File: config.mk
export PLATFORM = sky130hd
export DESIGN_NAME = mosi_cmd_sequencer_flat
export DESIGN_NICKNAME = d
export VERILOG_FILES = /design/src/rtl/mosi_cmd_sequencer_if.sv /design/src/rtl/mosi_cmd_sequencer.sv /design/src/flat_wrapper.sv
export SDC_FILE = /design/constraint.sdc
export NUM_CORES = 1
export LEC_CHECK = 0
export ABC_AREA = 1
export ABC_CLOCK_PERIOD_IN_PS = 2050
export CORE_ASPECT_RATIO = 0.75
export CORE_MARGIN = 1
export CORE_UTILIZATION = 50
export DETAILED_ROUTE_END_ITERATION = 6
export PLACE_DENSITY = 0.92
export REMOVE_ABC_BUFFERS = 1
export SYNTH_ARGS = -nofsm -noshare
export SYNTH_HDL_FRONTEND = slang
export SYNTH_SLANG_ARGS = --single-unit
File: constraint.sdc
create_clock -name clk -period 2.05 [get_ports clk]
set_input_delay 0.41 -clock clk [delete_from_list [all_inputs] [get_ports clk]]
set_output_delay 0.41 -clock clk [all_outputs]
set_load 0.01 [all_outputs]
File: src/rtl/mosi_cmd_sequencer_if.sv
// Command stream from the sequencer to the SPI engine: one half-word per
// valid/ready handshake.
interface mosi_cmd_sequencer_if #(
  parameter int unsigned DATA_W = 16
);
  logic [DATA_W-1:0] cmd_data;
  logic              cmd_valid;
  logic              cmd_ready;

  modport master (
    output cmd_data,
    output cmd_valid,
    input  cmd_ready
  );

  modport slave (
    input  cmd_data,
    input  cmd_valid,
    output cmd_ready
  );
endinterface

File: src/rtl/mosi_cmd_sequencer.sv
// Walks a command-RAM address range (optionally looping) and streams each
// stored half-word to the SPI engine, hiding the RAM's one-cycle read latency.
module mosi_cmd_sequencer #(
  parameter int unsigned ADDR_W = 13,
  parameter int unsigned DATA_W = 16
) (
  input  logic                  clk,
  input  logic                  reset_n,
  input  logic                  start,
  input  logic                  stop,
  input  logic [ADDR_W-1:0]     addr_start,
  input  logic [ADDR_W-1:0]     addr_end,
  input  logic                  loop_en,
  input  logic [ADDR_W-1:0]     loop_addr,
  output logic [ADDR_W-1:0]     RAM_addr_B,
  input  logic [DATA_W-1:0]     RAM_data_out_B,
  mosi_cmd_sequencer_if.master  cmd,
  output logic                  busy,
  output logic                  done,
  output logic [15:0]           word_count,
  output logic [15:0]           loop_count
);

  localparam int unsigned CNT_W = 16;

  typedef enum logic [2:0] {
    ST_IDLE    = 3'd0,
    ST_READ1   = 3'd1,
    ST_READ2   = 3'd2,
    ST_PRESENT = 3'd3,
    ST_DONE    = 3'd4
  } state_e;

  state_e              state_q, state_d;
  logic [ADDR_W-1:0]   addr_q, addr_d;
  logic [ADDR_W-1:0]   addr_end_q, addr_end_d;
  logic                loop_en_q, loop_en_d;
  logic [ADDR_W-1:0]   loop_addr_q, loop_addr_d;
  logic [ADDR_W-1:0]   ram_addr_q, ram_addr_d;
  logic [DATA_W-1:0]   cmd_data_q, cmd_data_d;
  logic                cmd_valid_q, cmd_valid_d;
  logic                busy_q, busy_d;
  logic                done_q, done_d;
  logic [CNT_W-1:0]    word_count_q, word_count_d;
  logic [CNT_W-1:0]    loop_count_q, loop_count_d;
  logic                stop_pend_q, stop_pend_d;
  logic                hs;

  assign hs = cmd_valid_q && cmd.cmd_ready;

  // State register and all registered outputs
  always_ff @(posedge clk or negedge reset_n) begin
    if (!reset_n) begin
      state_q      <= ST_IDLE;
      addr_q       <= '0;
      addr_end_q   <= '0;
      loop_en_q    <= 1'b0;
      loop_addr_q  <= '0;
      ram_addr_q   <= '0;
      cmd_data_q   <= '0;
      cmd_valid_q  <= 1'b0;
      busy_q       <= 1'b0;
      done_q       <= 1'b0;
      word_count_q <= '0;
      loop_count_q <= '0;
      stop_pend_q  <= 1'b0;
    end else begin
      state_q      <= state_d;
      addr_q       <= addr_d;
      addr_end_q   <= addr_end_d;
      loop_en_q    <= loop_en_d;
      loop_addr_q  <= loop_addr_d;
      ram_addr_q   <= ram_addr_d;
      cmd_data_q   <= cmd_data_d;
      cmd_valid_q  <= cmd_valid_d;
      busy_q       <= busy_d;
      done_q       <= done_d;
      word_count_q <= word_count_d;
      loop_count_q <= loop_count_d;
      stop_pend_q  <= stop_pend_d;
    end
  end

  // Next-state and next-output logic
  always_comb begin
    state_d      = state_q;
    addr_d       = addr_q;
    addr_end_d   = addr_end_q;
    loop_en_d    = loop_en_q;
    loop_addr_d  = loop_addr_q;
    ram_addr_d   = ram_addr_q;
    cmd_data_d   = cmd_data_q;
    cmd_valid_d  = cmd_valid_q;
    word_count_d = word_count_q;
    loop_count_d = loop_count_q;
    stop_pend_d  = stop_pend_q;

    unique case (state_q)
      ST_IDLE: begin
        stop_pend_d = 1'b0;
        if (start) begin
          addr_end_d   = addr_end;
          loop_en_d    = loop_en;
          loop_addr_d  = loop_addr;
          addr_d       = addr_start;
          ram_addr_d   = addr_start;
          word_count_d = '0;
          loop_count_d = '0;
          state_d      = ST_READ1;
        end
      end
      ST_READ1: begin
        state_d = stop ? ST_DONE : ST_READ2;
      end
      ST_READ2: begin
        if (stop) begin
          state_d = ST_DONE;
        end else begin
          cmd_data_d  = RAM_data_out_B;
          cmd_valid_d = 1'b1;
          state_d     = ST_PRESENT;
        end
      end
      ST_PRESENT: begin
        stop_pend_d = stop_pend_q | stop;
        // An offered word stays up until taken; stop only ends things afterwards
        if (hs) begin
          cmd_valid_d  = 1'b0;
          word_count_d = word_count_q + CNT_W'(1);
          if (stop_pend_q || stop) begin
            state_d = ST_DONE;
          end else if (addr_q == addr_end_q) begin
            if (loop_en_q) begin
              addr_d       = loop_addr_q;
              loop_count_d = loop_count_q + CNT_W'(1);
              state_d      = ST_READ1;
            end else begin
              state_d = ST_DONE;
            end
          end else begin
            addr_d  = addr_q + ADDR_W'(1);
            state_d = ST_READ1;
          end
          ram_addr_d = addr_d;
        end
      end
      ST_DONE: begin
        state_d = ST_IDLE;
      end
      default: begin
        state_d = ST_IDLE;
      end
    endcase

    busy_d = (state_d != ST_IDLE);
    done_d = (state_d == ST_DONE);
  end

  assign RAM_addr_B    = ram_addr_q;
  assign cmd.cmd_data  = cmd_data_q;
  assign cmd.cmd_valid = cmd_valid_q;
  assign busy          = busy_q;
  assign done          = done_q;
  assign word_count    = word_count_q;
  assign loop_count    = loop_count_q;

endmodule
File: src/flat_wrapper.sv
// flat-port wrapper written by rule: the top's interface ports become plain ports
module mosi_cmd_sequencer_flat 
#(
  parameter int unsigned ADDR_W = 13,
  parameter int unsigned DATA_W = 16
)
  (clk, reset_n, start, stop, addr_start, addr_end, loop_en, loop_addr, RAM_addr_B, RAM_data_out_B, busy, done, word_count, loop_count, cmd_cmd_data, cmd_cmd_valid, cmd_cmd_ready);
  mosi_cmd_sequencer_if #(.DATA_W(DATA_W)) cmd_i ();
  input  logic clk;
  input  logic reset_n;
  input  logic start;
  input  logic stop;
  input  logic [ADDR_W-1:0] addr_start;
  input  logic [ADDR_W-1:0] addr_end;
  input  logic loop_en;
  input  logic [ADDR_W-1:0] loop_addr;
  output logic [ADDR_W-1:0] RAM_addr_B;
  input  logic [DATA_W-1:0] RAM_data_out_B;
  output logic busy;
  output logic done;
  output logic [15:0] word_count;
  output logic [15:0] loop_count;
  output wire logic [$bits(cmd_i.cmd_data)-1:0] cmd_cmd_data;
  output wire logic [$bits(cmd_i.cmd_valid)-1:0] cmd_cmd_valid;
  input wire logic [$bits(cmd_i.cmd_ready)-1:0] cmd_cmd_ready;
  assign cmd_cmd_data = cmd_i.cmd_data;
  assign cmd_cmd_valid = cmd_i.cmd_valid;
  assign cmd_i.cmd_ready = cmd_cmd_ready;
  mosi_cmd_sequencer #(.ADDR_W(ADDR_W), .DATA_W(DATA_W)) u_core (.clk(clk), .reset_n(reset_n), .start(start), .stop(stop), .addr_start(addr_start), .addr_end(addr_end), .loop_en(loop_en), .loop_addr(loop_addr), .RAM_addr_B(RAM_addr_B), .RAM_data_out_B(RAM_data_out_B), .cmd(cmd_i), .busy(busy), .done(done), .word_count(word_count), .loop_count(loop_count));
endmodule
Word level (Yosys, flattened, before mapping)

Cells that the tools add are included.

Word-level logic and storage cells: 68
Bits in registers: 95

Reductions and logical operators: 12
Add/sub/neg operators: 3
Equal/unequal tests: 13
Bitwise operators: 2
Mux-type cells: 26

Operators with widths:

| cell                                                                     | count |
|---|---|
| 16-bit 2-to-1 mux                                                        | 6 |
| 13-bit 2-to-1 mux                                                        | 5 |
| 16-bit case mux with 2 select lines                                      | 2 |
| 16-bit by 1-bit adder with 16-bit output (second input constant)         | 2 |
| 13-bit case mux with 2 select lines                                      | 1 |
| 3-bit 2-to-1 mux                                                         | 7 |
| 13-bit by 1-bit adder with 13-bit output (second input constant)         | 1 |
| 13-bit == test                                                           | 1 |
| 3-bit case mux with 4 select lines                                       | 1 |
| 3-bit by 2-bit == test with 1-bit output (second input constant)         | 2 |
| 2-bit by 1-bit inequality test with 1-bit output (second input constant) | 3 |
| 2-bit inequality test (second input constant)                            | 3 |
| 3-bit AND reduction                                                      | 2 |
| 6-bit AND reduction                                                      | 1 |
| 5-bit AND reduction                                                      | 1 |
| 4-bit by 3-bit inequality test with 1-bit output (second input constant) | 1 |
| 1-bit case mux with 2 select lines                                       | 2 |
| 2-bit AND reduction                                                      | 2 |
| 2-bit nonzero test                                                       | 2 |
| 3-bit by 1-bit == test with 1-bit output (second input constant)         | 1 |
| 3-bit == test (second input constant)                                    | 1 |
| 3-bit zero test                                                          | 1 |
| 3-bit inequality test (second input constant)                            | 1 |
| 3-bit nonzero test                                                       | 1 |
| 5 further kinds                                                          | 6 |

Logic depth before layout (Yosys ltp)

Word-level depth: 6
Mapped depth: 14
Mapped depth without buffers: 12

Least setup slack after synthesis

Ideal clock, no wire load.

Path kind: flip-flop to flip-flop
Start point: register u_core.addr_q[0]
End point: register u_core.addr_q[8]
Cell stages (with the launch flop): 11
Period minus slack after synthesis: 1637 ps
Arrival time: 1520 ps
Path slack: 413 ps
Data required time: 1934 ps
Path buffers: 0
Cells stage by stage: dfrtp_1 ha_1 nand3_1 nor2_1 nand2_1 xor2_1 nand2_1 nand3_1 nand2_1 nand2_1 nand2_1

Longest elaborated chain between the ends: 5
Elaborated cells between the ends (all ways): 8
Classes of those cells: 1 x add/sub; 2 x eq/ne; 4 x mux; 1 x reduce/logical

Ends and longest elaborated chain:

| item                                                                       | RTL line                                             | source |
|---|---|---|
| start: declaration                                                         | mosi_cmd_sequencer.sv:35                             | `logic [ADDR_W-1:0] addr_q, addr_d;` |
| start signal: assignment                                                   | mosi_cmd_sequencer.sv:69                             | `addr_q <= addr_d;` |
| 13-bit by 1-bit adder with 13-bit output or 13-bit == test (tied branches) | mosi_cmd_sequencer.sv:141, mosi_cmd_sequencer.sv:132 |  |
| 13-bit 2-to-1 mux                                                          | mosi_cmd_sequencer.sv:132                            | `end else if (addr_q == addr_end_q) begin` |
| 13-bit 2-to-1 mux                                                          | mosi_cmd_sequencer.sv:130                            | `if (stop_pend_q \|\| stop) begin` |
| 13-bit 2-to-1 mux                                                          | mosi_cmd_sequencer.sv:127                            | `if (hs) begin` |
| 13-bit case mux with 2 select lines                                        | mosi_cmd_sequencer.sv:98                             | `unique case (state_q)` |

Several ways; a longest one is shown, not always the timed one. The select of a mux whose other input is x is not followed.
A chain may end at the register's enable or synchronous reset.

==> reports/qor.yml <==
final_layout:
  drive_above_1_share_pct: 8.57
  nNetsFinal: 946
  area_delta_synth_final_pct: 35.2
  instances_no_fill: 1023
  antenna_cells: 0
placement:
  dp_hpwl_um: 10500
  numPlacedInstances: 1006
  gp_congestion: 0.908
  port_buffers: 124
  post-place-ws_ns: 0.113
synthesis:
  synth_common_cells: "nand2_1 (299), dfrtp_1 (95), inv_1 (73)"
  synth_largest_area_cell: "dfrtp_1"
  synthArstFlopShare_pct: 100
  synth_most_common_cell: "nand2_1"
  yosys_warnings: 0
  netlist.area_leader.share_pct: 44.8
  synth_edf_count: 0
  avgSynthCellArea_sq_um: 7.20
  synth-main-ff-cell: "dfrtp_1"
  ys_types: 37
  synth.area.top_cells: "dfrtp_1 (45%), nand2_1 (21%), nand3_1 (5.8%)"
  synth_seq_cells: 95
  yosysSeqAreaShare_pct: 44.8
  synthCells: 737
  syn-cell-area_sq_um: 5310
floorplanning:
  ios: 125
  coreArea_sq_um: 10300
  die_w_um: 121
  die-area_sq_um: 11000
  start_util_pct: 51.6
  fp.dieH_um: 91.2
  num_rows: 32
global_route:
  grt_max_degree: 52
  grt_pass1_wl_um: 23800
  grt_usage_pct: 27.3
  antenna_found_initial: 0
  overflow: 0
  first_global_vias: 4953
drt:
  wl_per_cell_um: 14.0
  num_vias: 5299
  drt-initial-drc-count: 479
  highest_layer: "met4"
  dr_wl_met3_um: 1360
  wl_met1_um: 6460
  antenna_left: 0
  wl_met2_um: 6310
  drc: 0
  viasPerCell: 5.18
  first_pass_iters: 5
  drt-total-wl_um: 14400
setup_path:
  path_buf_inv: 2
  r2r_cells: 11
  crit_path_max_fanout: 5
  crit_path_max_incr_delay_ns: 0.53
  slowest_stage: "clkdlybuf4s50_1"
  r2r_start: "u_core.addr_q[0]"
  r2r_end: "u_core.addr_q[11]"
  arrival_ns: 1.49
  crit_path_end_kind: "primary output"
  worst-endpoint-required_ns: 1.64
  cpLargestDelayFamily: "buffers and inverters"
  r2r_setup_slack_ns: 0.26
  crit_chain: "buf_4, clkdlybuf4s50_1"
  criticalPathCategory: "flop to primary output"
  start_kind: "flop"
sta:
  tightest_slew_ns: 0.439
  postLayoutSetupSlackWorst_ns: 0.153
  slew_headroom_pct: 70.6
  report.final.slew_viol_count: 0
  holdWs_ns: 0.480
  fmax_mhz: 527
  clock_skew_ns: 0.00736
  post-route-period-util_pct: 92.5
  rsz0062_at_grt: "no"
  fin_crit_ns: 1.90
  setup_viol: 0
  final-hold-violation-count: 0
hold_path:
  hold_class: "flop to flop"
  hold_depth: 2
  worstHoldEndpoint: "u_core.cmd.cmd_data[15]"
  hp-start: "u_core.cmd.cmd_data[15]"
pwr:
  power_density_nw_per_um2: 1170
  p_leak_uw: 0.00348
  ir_drop_uv: 760
  total_power_uw: 8390
status:
  status: "completed"
cts:
  cts_inserted_buffers: 9
  cts_sinks: 95
  cts_buffer_depth: 2
  cts_tree: "yes"
  path_clk_slew_ns: 0.06
  cts_max_level: 3
  cts-resized-gates: 0
  root_buffer: "clkbuf_16"
  clkLatencyLatePin_ns: 0.35
job:
  max_cap_violations: 0
per-stage QoR:
stage	util (%)	area, sq um	TNS [ns]
detailed placement	66.7	6860	0
finish	69.7	7170	0
global placement	66.7	6860	0
floorplan	-	5160	-5.33
global route	69.7	7170	0
CTS	69.7	7170	0
kinds of logic after synthesis:
logic type               count (synthesis)  synth area share [%]
AND/OR/NAND/NOR                        455                  36.7
buffers and inverters                  104                  8.37
flip-flops                              95                  44.8
AO/OA/AOI/OAI                           60                  6.16
XOR/XNOR                                20                  3.30
adder cells (fa/ha/maj)                  3                 0.708
report_power, final:
part	internal, uW	switching [uW]	total, uW
clock	974	715	1690
sequential	2500	519	3010
combinational	1610	2080	3680
total	5070	3310	8390
cells in the final DEF, fill, tap and decap left out, types with 3 or more instances in the layout:
cell type	instances
xor2_1	19
nand3_1	61
inv_2	6
a21oi_1	9
nand2_1	299
nor2_1	49
nor2_2	4
dfrtp_1	95
o21ai_1	4
clkinv_2	4
nor2_4	3
nand4_1	10
o21ai_0	42
clkbuf_16	9
buf_4	29
ha_1	3
nor3_1	13
inv_1	73
clkdlybuf4s50_1	123
buf_12	4
layout make-up:
class                           instances  area [sq um]
Inverter                               81           304
Fill cell                             811          3120
Tap cell                              136           170
Clock buffer                           10           239
Timing Repair Buffer                  157          1540
Clock inverter                          6          58.8
Multi-Input combinational cell        538          2480
Sequential cell                        95          2380
sequential cells by signal, indices dropped and copies added (netlist names):
register and cells:
u_core.done 1, u_core.cmd.cmd_valid 1, u_core.addr_end_q 13, u_core.busy 1
u_core.state_q 3, u_core.addr_q 13, u_core.loop_addr_q 13, u_core.stop_pend_q 1
u_core.loop_en_q 1, u_core.word_count 16, u_core.cmd.cmd_data 16, u_core.loop_count 16
layer usage:
metal,vias up,global-route usage (%)
li1,2590,-
met1,2446,38.0
met2,241,41.6
met3,22,7.60
met4,0,7.72
met5,-,0
worst reg2reg max path, stage by stage (launching register included):
cell	delay [ns]
dfrtp_1	0.51
inv_1	0.10
or2_2	0.28
nand4_1	0.07
nor2_1	0.06
nand2_2	0.11
buf_4	0.22
nand2_1	0.08
nand3_1	0.08
nand2_1	0.05
nand2_1	0.06
nand2_1	0.06
worst max-delay path by stage:
stage,startpoint,to,slack [ns],cells after the start
after floorplan,u_core.state_q[2],u_core.loop_count[1],-0.28,10
after global placement,cmd_cmd_ready,u_core.word_count[11],0.15,10
after detailed placement,cmd_cmd_ready,u_core.loop_count[6],0.11,10
after CTS,u_core.addr_q[3],RAM_addr_B[3],0.16,2
after global routing,u_core.addr_q[0],u_core.addr_q[11],0.06,11
final,u_core.addr_q[3],RAM_addr_B[3],0.15,2
timing repair:
action,CTS,global route
setup buffers,0,0
hold endpoints to repair,24,0
hold buffers,1,0
Power figures use the tool's default switching activity.
